===== src/rtl/mem_arbiter.sv =====
// Two-port arbiter sharing one block-wide memory interface between I-cache (port 0) and D-cache (port 1).
// Optional saturating performance counters are enabled with `define MEM_ARBITER_PERF_CNT_EN.
module mem_arbiter #(
  parameter int ARB_MODE       = 0,
  parameter int RELEASE_CYCLES = 1
) (
  input  logic         clk,
  input  logic         proc_reset_n,
  input  logic         p0_read,
  input  logic         p0_write,
  input  logic [27:0]  p0_addr,
  input  logic [127:0] p0_wdata,
  output logic [127:0] p0_rdata,
  output logic         p0_ready,
  input  logic         p1_read,
  input  logic         p1_write,
  input  logic [27:0]  p1_addr,
  input  logic [127:0] p1_wdata,
  output logic [127:0] p1_rdata,
  output logic         p1_ready,
  output logic         mem_read,
  output logic         mem_write,
  output logic [27:0]  mem_addr,
  output logic [127:0] mem_wdata,
  input  logic [127:0] mem_rdata,
  input  logic         mem_ready
`ifdef MEM_ARBITER_PERF_CNT_EN
  ,
  output logic [15:0]  perf_grant0,
  output logic [15:0]  perf_grant1,
  output logic [15:0]  perf_wait
`endif
);

  typedef enum logic [1:0] {
    IDLE    = 2'd0,
    BUSY    = 2'd1,
    RELEASE = 2'd2
  } state_t;

  state_t       state_reg, state_next;
  logic         grant_reg, grant_next;
  logic         rr_last_reg, rr_last_next;
  logic [1:0]   rel_cnt_reg, rel_cnt_next;
  logic         mem_read_reg, mem_read_next;
  logic         mem_write_reg, mem_write_next;
  logic [27:0]  mem_addr_reg, mem_addr_next;
  logic [127:0] mem_wdata_reg, mem_wdata_next;

  logic [1:0]   req_vec;
  logic [1:0]   ready_vec;
  logic         winner;
  logic         win_read, win_write;
  logic [27:0]  win_addr;
  logic [127:0] win_wdata;

  assign req_vec[0] = p0_read | p0_write;
  assign req_vec[1] = p1_read | p1_write;

  // Completion pulse is steered only to the granted port, and only while BUSY.
  generate
    for (genvar gi = 0; gi < 2; gi++) begin : g_ready
      assign ready_vec[gi] = (state_reg == BUSY) && mem_ready && (int'(grant_reg) == gi);
    end
  endgenerate

  assign p0_ready = ready_vec[0];
  assign p1_ready = ready_vec[1];
  assign p0_rdata = mem_rdata;
  assign p1_rdata = mem_rdata;

  always_comb begin
    winner = 1'b0;
    if (req_vec[0] && req_vec[1]) begin
      winner = (ARB_MODE == 1) ? 1'b1 : ~rr_last_reg;
    end else if (req_vec[1]) begin
      winner = 1'b1;
    end
  end

  // A simultaneous read+write on one port is forwarded as a write.
  assign win_write = winner ? p1_write : p0_write;
  assign win_read  = winner ? (p1_read & ~p1_write) : (p0_read & ~p0_write);
  assign win_addr  = winner ? p1_addr : p0_addr;
  assign win_wdata = winner ? p1_wdata : p0_wdata;

  always_comb begin
    state_next     = state_reg;
    grant_next     = grant_reg;
    rr_last_next   = rr_last_reg;
    rel_cnt_next   = rel_cnt_reg;
    mem_read_next  = mem_read_reg;
    mem_write_next = mem_write_reg;
    mem_addr_next  = mem_addr_reg;
    mem_wdata_next = mem_wdata_reg;
    case (state_reg)
      IDLE: begin
        if (|req_vec) begin
          grant_next     = winner;
          rr_last_next   = winner;
          mem_read_next  = win_read;
          mem_write_next = win_write;
          mem_addr_next  = win_addr;
          mem_wdata_next = win_wdata;
          state_next     = BUSY;
        end
      end
      BUSY: begin
        if (mem_ready) begin
          mem_read_next  = 1'b0;
          mem_write_next = 1'b0;
          rel_cnt_next   = 2'(RELEASE_CYCLES);
          state_next     = RELEASE;
        end
      end
      RELEASE: begin
        rel_cnt_next = rel_cnt_reg - 2'd1;
        if (rel_cnt_reg <= 2'd1) begin
          rel_cnt_next = 2'd0;
          state_next   = IDLE;
        end
      end
      default: begin
        state_next = IDLE;
      end
    endcase
  end

  always_ff @(posedge clk or negedge proc_reset_n) begin
    if (!proc_reset_n) begin
      state_reg     <= IDLE;
      grant_reg     <= 1'b0;
      rr_last_reg   <= 1'b1;
      rel_cnt_reg   <= 2'd0;
      mem_read_reg  <= 1'b0;
      mem_write_reg <= 1'b0;
      mem_addr_reg  <= 28'd0;
      mem_wdata_reg <= 128'd0;
    end else begin
      state_reg     <= state_next;
      grant_reg     <= grant_next;
      rr_last_reg   <= rr_last_next;
      rel_cnt_reg   <= rel_cnt_next;
      mem_read_reg  <= mem_read_next;
      mem_write_reg <= mem_write_next;
      mem_addr_reg  <= mem_addr_next;
      mem_wdata_reg <= mem_wdata_next;
    end
  end

  assign mem_read  = mem_read_reg;
  assign mem_write = mem_write_reg;
  assign mem_addr  = mem_addr_reg;
  assign mem_wdata = mem_wdata_reg;

`ifdef MEM_ARBITER_PERF_CNT_EN
  logic [15:0] perf_grant0_reg, perf_grant1_reg, perf_wait_reg;
  logic        wait_cycle;

  // A port is waiting whenever it requests and is not the one currently being served.
  assign wait_cycle = (req_vec[0] && !((state_reg == BUSY) && (grant_reg == 1'b0))) ||
                      (req_vec[1] && !((state_reg == BUSY) && (grant_reg == 1'b1)));

  always_ff @(posedge clk or negedge proc_reset_n) begin
    if (!proc_reset_n) begin
      perf_grant0_reg <= 16'd0;
      perf_grant1_reg <= 16'd0;
      perf_wait_reg   <= 16'd0;
    end else begin
      if (ready_vec[0] && (perf_grant0_reg != 16'hFFFF)) perf_grant0_reg <= perf_grant0_reg + 16'd1;
      if (ready_vec[1] && (perf_grant1_reg != 16'hFFFF)) perf_grant1_reg <= perf_grant1_reg + 16'd1;
      if (wait_cycle && (perf_wait_reg != 16'hFFFF))     perf_wait_reg   <= perf_wait_reg + 16'd1;
    end
  end

  assign perf_grant0 = perf_grant0_reg;
  assign perf_grant1 = perf_grant1_reg;
  assign perf_wait   = perf_wait_reg;
`endif

endmodule


===== config.mk =====
export PLATFORM = sky130hd
export DESIGN_NAME = mem_arbiter
export DESIGN_NICKNAME = d
export VERILOG_FILES = /design/src/rtl/mem_arbiter.sv
export SDC_FILE = /design/constraint.sdc
export NUM_CORES = 1
export LEC_CHECK = 0
export BUFFER_PORTS_ARGS = -buffer_cell sky130_fd_sc_hd__clkbuf_2
export CAP_MARGIN = 10
export CORE_AREA = 3 3 339 341
export CTS_CLUSTER_DIAMETER = 120
export CTS_CLUSTER_SIZE = 8
export DETAILED_ROUTE_END_ITERATION = 10
export DIE_AREA = 0 0 342 344
export PLACE_DENSITY_LB_ADDON = 0.3
export SETUP_SLACK_MARGIN = 0.1
export SYNTH_ARGS = -nofsm -noshare
export SYNTH_HDL_FRONTEND = slang
export SYNTH_SLANG_ARGS = --single-unit

===== constraint.sdc =====
create_clock -name clk -period 2.9 [get_ports clk]
set_clock_uncertainty 0.2 [all_clocks]
set_input_delay 0.29 -clock clk [delete_from_list [all_inputs] [get_ports clk]]
set_output_delay 0.29 -clock clk [all_outputs]
set_load 0.01 [all_outputs]

**Yosys cells after proc, flatten, opt, wreduce, memory -nomap -nowiden**

Index checks and enable logic that the tools add are counted.

- Register bits after elaboration: 164
- Input port bits: 447
- Output and inout port bits: 416
- Word-level logic and storage cells: 53

- Add/subtract/negate cells: 1
- $lt $le $gt $ge: 1
- Eq/ne operators: 5
- Mux-type cells: 18
- Bitwise operators: 8
- Reductions and logical operators: 12

Operators with widths:

| cell | number |
|---|---|
| $mux W128 | 1 |
| $mux W28 | 1 |
| $mux W2 | 5 |
| $mux W1 | 7 |
| $ne A2 B2 Y1 const B | 3 |
| $pmux W2 S3 | 1 |
| $reduce_and A3 Y1 | 2 |
| $logic_and A1 B1 Y1 | 4 |
| $not A1 Y1 | 4 |
| $pmux W1 S2 | 2 |
| $pmux W2 S2 | 1 |
| $reduce_and A2 Y1 | 2 |
| $reduce_bool A2 Y1 | 2 |
| $and A1 B1 Y1 | 2 |
| $eq A2 B1 Y1 const B | 1 |
| $eq A2 B2 Y1 const B | 1 |
| $le A2 B1 Y1 const B | 1 |
| $logic_not A2 Y1 | 1 |
| $or A1 B1 Y1 | 2 |
| $reduce_or A2 Y1 | 1 |
| $sub A2 B1 Y2 const B | 1 |

**Longest topological paths before layout**

- Depth in word-level cells: 6
- Gate-level depth with buffers: 6
- Mapped depth without buffers: 3

**Least setup slack after synthesis**

OpenSTA, ideal clock, no wires.

- Path kind: flip-flop to flip-flop
- From: register state_reg[0]
- To: register mem_wdata_reg[100] (netlist: mem_wdata[100])
- Setup time: 0.131 ns
- Arrival: 1.414 ns
- Required time: 2.569 ns
- Setup slack: 1.155 ns
- Cell stages (with the launch flop): 7
- Path buffers: 3
- Clock period less this slack: 1.745 ns
- Cell sequence: dfrtp_1 -> or2_0 -> buf_2 -> buf_2 -> clkbuf_1 -> a311oi_1 -> a2bb2oi_1

- Cells in the longest elaborated chain, start to end: 2

Ends and longest elaborated chain:

| item | RTL line | source |
|---|---|---|
| from (decl) | 41 | `state_t state_reg, state_next;` |
| from (signal assigned) | 140 | `state_reg <= state_next;` |
| $logic_not A2 Y1 | 96 | `case (state_reg)` |
| $reduce_and A2 Y1 (no line) | n/a |  |
| to (signal assigned) | 147 | `mem_wdata_reg <= mem_wdata_next;` |
| to (decl) | 48 | `logic [127:0] mem_wdata_reg, mem_wdata_next;` |

No other way between the ends.
A chain may end at the register's enable or synchronous reset.

**Final worst setup path**

- From: register rr_last_reg
- To: register mem_addr_reg[10] (netlist: mem_addr[10])

- Cells in the longest elaborated chain, start to end: 3

Ends and longest elaborated chain:

| item | RTL line | source |
|---|---|---|
| from (decl) | 43 | `logic rr_last_reg, rr_last_next;` |
| from (signal assigned) | 142 | `rr_last_reg <= rr_last_next;` |
| $not A1 Y1 | 75 | `winner = (ARB_MODE == 1) ? 1'b1 : ~rr_last_reg;` |
| $mux W1 | 74 | `if (req_vec[0] && req_vec[1]) begin` |
| $mux W28 | 84 | `assign win_addr = winner ? p1_addr : p0_addr;` |
| to (signal assigned) | 146 | `mem_addr_reg <= mem_addr_next;` |
| to (decl) | 47 | `logic [27:0] mem_addr_reg, mem_addr_next;` |

No other way between the ends.

==> flow_metrics.env <==
export IMPL_root_buffer="clkbuf_16"
export IMPL_status="complete, no violations"
export IMPL_peakVddDrop_mv=0.529
export IMPL_clock_latency_ps=490
export IMPL_final_cells=3030
export IMPL_cp_arrival_ps=2930
export IMPL_async_reset_ff_share_pct=100
export IMPL_grt_max_degree=76
export IMPL_viasPerCell=3.56
export IMPL_leakage_nw=6.51
export IMPL_initial_core_util_pct=9.20
export IMPL_largest_reg_flops=128
export IMPL_wl_per_cell_um=23.6
export IMPL_synth_seq_cells=164
export IMPL_area_delta_synth_final_pct=58.6
export IMPL_drtPass1Iterations=4
export IMPL_crit_fanout=50
export IMPL_yosysSeqAreaShare_pct=39.8
export IMPL_die_h_um=344
export IMPL_die_x_um=342
export IMPL_post_dp_hpwl_um=55600
export IMPL_placed_cells=2695
export IMPL_grt_pass1_wl_um=95100
export IMPL_grt_pass1_vias=11600
export IMPL_cts_sinks=164
export IMPL_min_path_type="primary input to flip-flop"
export IMPL_synthesis_area_mm2=0.0103
export IMPL_ys_types=34
export IMPL_syn_area_per_cell_um2=9.91
export IMPL_power_density_mw_per_mm2=1020
export IMPL_startpoint_type="flip-flop"
export IMPL_drc=0
export IMPL_max_slew_margin_pct=49.2
export IMPL_max_freq_ghz=0.370
export IMPL_drv_cap=0
export IMPL_gp_routability_congestion=0.793
export IMPL_initialDrtViolationCount=488
export IMPL_drive_above_1_share_pct=37.4
export IMPL_path_clk_slew_ps=90
export IMPL_rsz0062_at_grt="true"
export IMPL_port_buffers=478
export IMPL_cp_end_kind="flip-flop"
export IMPL_num_rows=123
export IMPL_timing_setup_tns_ps=0
export IMPL_synth_edf_count=0
export IMPL_cts_buffer_depth=2
export IMPL_layout_commonest_cell="clkbuf_2"
export IMPL_setup_violations=0
export IMPL_grt_usage_pct=11.6
export IMPL_grt_ovfl_total=0
export IMPL_cts_resized=0
export IMPL_fin_crit_sh_pct=93.2
export IMPL_period_needed_ps=2700
export IMPL_cts_setup_buffers=0
export IMPL_core_area_mm2=0.112
export IMPL_cts_tree="done"
export IMPL_die_area_mm2=0.118
export IMPL_nets=1962
export IMPL_worstPathRequired_ps=3130
export IMPL_grt_antenna_before_repair=16
export IMPL_yosys_area_top_type="dfrtp_1"
export IMPL_vias=10800
export IMPL_cts_made_buffers=17
export IMPL_synthTopCellsByArea="dfrtp_1, buf_4, a2bb2oi_1"
export IMPL_tightest_slew_ps=762
export IMPL_postRouteAntennaNets=0
export IMPL_yosys_warnings=0
export IMPL_layout_common_cells="clkbuf_2, dlygate4sd3_1, dfrtp_1, a311oi_1, a2bb2oi_1"
export IMPL_synth_top_area_share_pct=39.5
export IMPL_drt_total_wl_um=71600
export IMPL_synth_cells=1042
export IMPL_syn_nets=1489
export IMPL_io_pins=863
export IMPL_synth_ff_type="dfrtp_1"
export IMPL_worstSetupPathType="flip-flop to flip-flop"
export IMPL_hold_viol_final=0
export IMPL_htree_levels=4
export IMPL_slew_viol_final=0
Yosys cell counts, drive strengths merged, types with 3 or more instances:
library cell	instances
or2	3
a2bb2oi	156
nor2	4
inv	4
nand2	3
a311oi	156
o21ai	158
dfrtp	163
buf	307
clkbuf	70
what timing repair did:
| action | CTS | global route |
|---|---|---|
| hold endpoints to repair | 213 | 0 |
| hold buffers | 300 | 0 |
| endpoints found under the setup margin | 0 | 2 |
area by class of cell:
class,instances,area (um^2)
Sequential cell,164,4110
Inverter,4,15.0
Tap cell,1500,1880
Antenna cell,2,5.00
Multi-Input combinational cell,498,3760
Fill cell,12800,95800
Timing Repair Buffer,830,6030
Clock inverter,15,161
Clock buffer,17,425
logic make-up after synthesis:
| logic type | share of synthesized area [%] |
|---|---|
| AO/OA/AOI/OAI | 34.9 |
| buffers and inverters | 24.2 |
| flip-flops | 39.8 |
| AND/OR/NAND/NOR | 1.05 |
| multiplexers | 0.109 |
through the flow:
step	hold WS, ps	utilization (%)	cell area [um^2]	power [W]	worst slack (ps)
3_5_place_dp	125	11.4	12800	0.0121	638
4_1_cts	3.35	14.6	16400	0.0169	210
2_1_floorplan	-206	-	10300	0.00863	1150
5_1_grt	39.7	14.6	16400	0.0178	87.1
6_report	71.3	14.6	16400	0.0167	198
3_3_place_gp	124	11.4	12800	0.0122	665
critical path: stages, from the launching register on:
cell           delay (ps)
dfstp_2               610
o21a_4                480
buf_12                300
o21ai_0               220
a2bb2oi_1             180
dlygate4sd3_1         560
worst paths after layout:
path | start | to | slack [ps] | cells after the start
worst max-delay path | rr_last_reg$_DFFE_PN1P_ | mem_addr[10]$_DFFE_PN0P_ | 200 | 5
worst min-delay path | p1_addr[27] | mem_addr[27]$_DFFE_PN0P_ | 70 | 4
worst max register to register | rr_last_reg$_DFFE_PN1P_ | mem_addr[10]$_DFFE_PN0P_ | 200 | 5
worst min register to register | rel_cnt_reg[1]$_DFFE_PN0P_ | rel_cnt_reg[1]$_DFFE_PN0P_ | 320 | 1
max in group asynchronous | proc_reset_n | mem_wdata[3]$_DFFE_PN0P_ | 1540 | 3
min in group asynchronous | proc_reset_n | mem_wdata[106]$_DFFE_PN0P_ | 120 | 2
power by group:
part,internal (W),switching (W)
Clock,0.00115,0.00132
Sequential,0.00347,0.000822
Combinational,0.00521,0.00471
metal layers:
layer,global-route usage (%),wire length (um),vias up
met5,0,77,-
met4,3.94,1830,12
met3,6.66,9490,79
met2,21.8,37900,715
met1,10.3,22400,5268
li1,-,-,4710
Power figures use the tool's default switching activity.
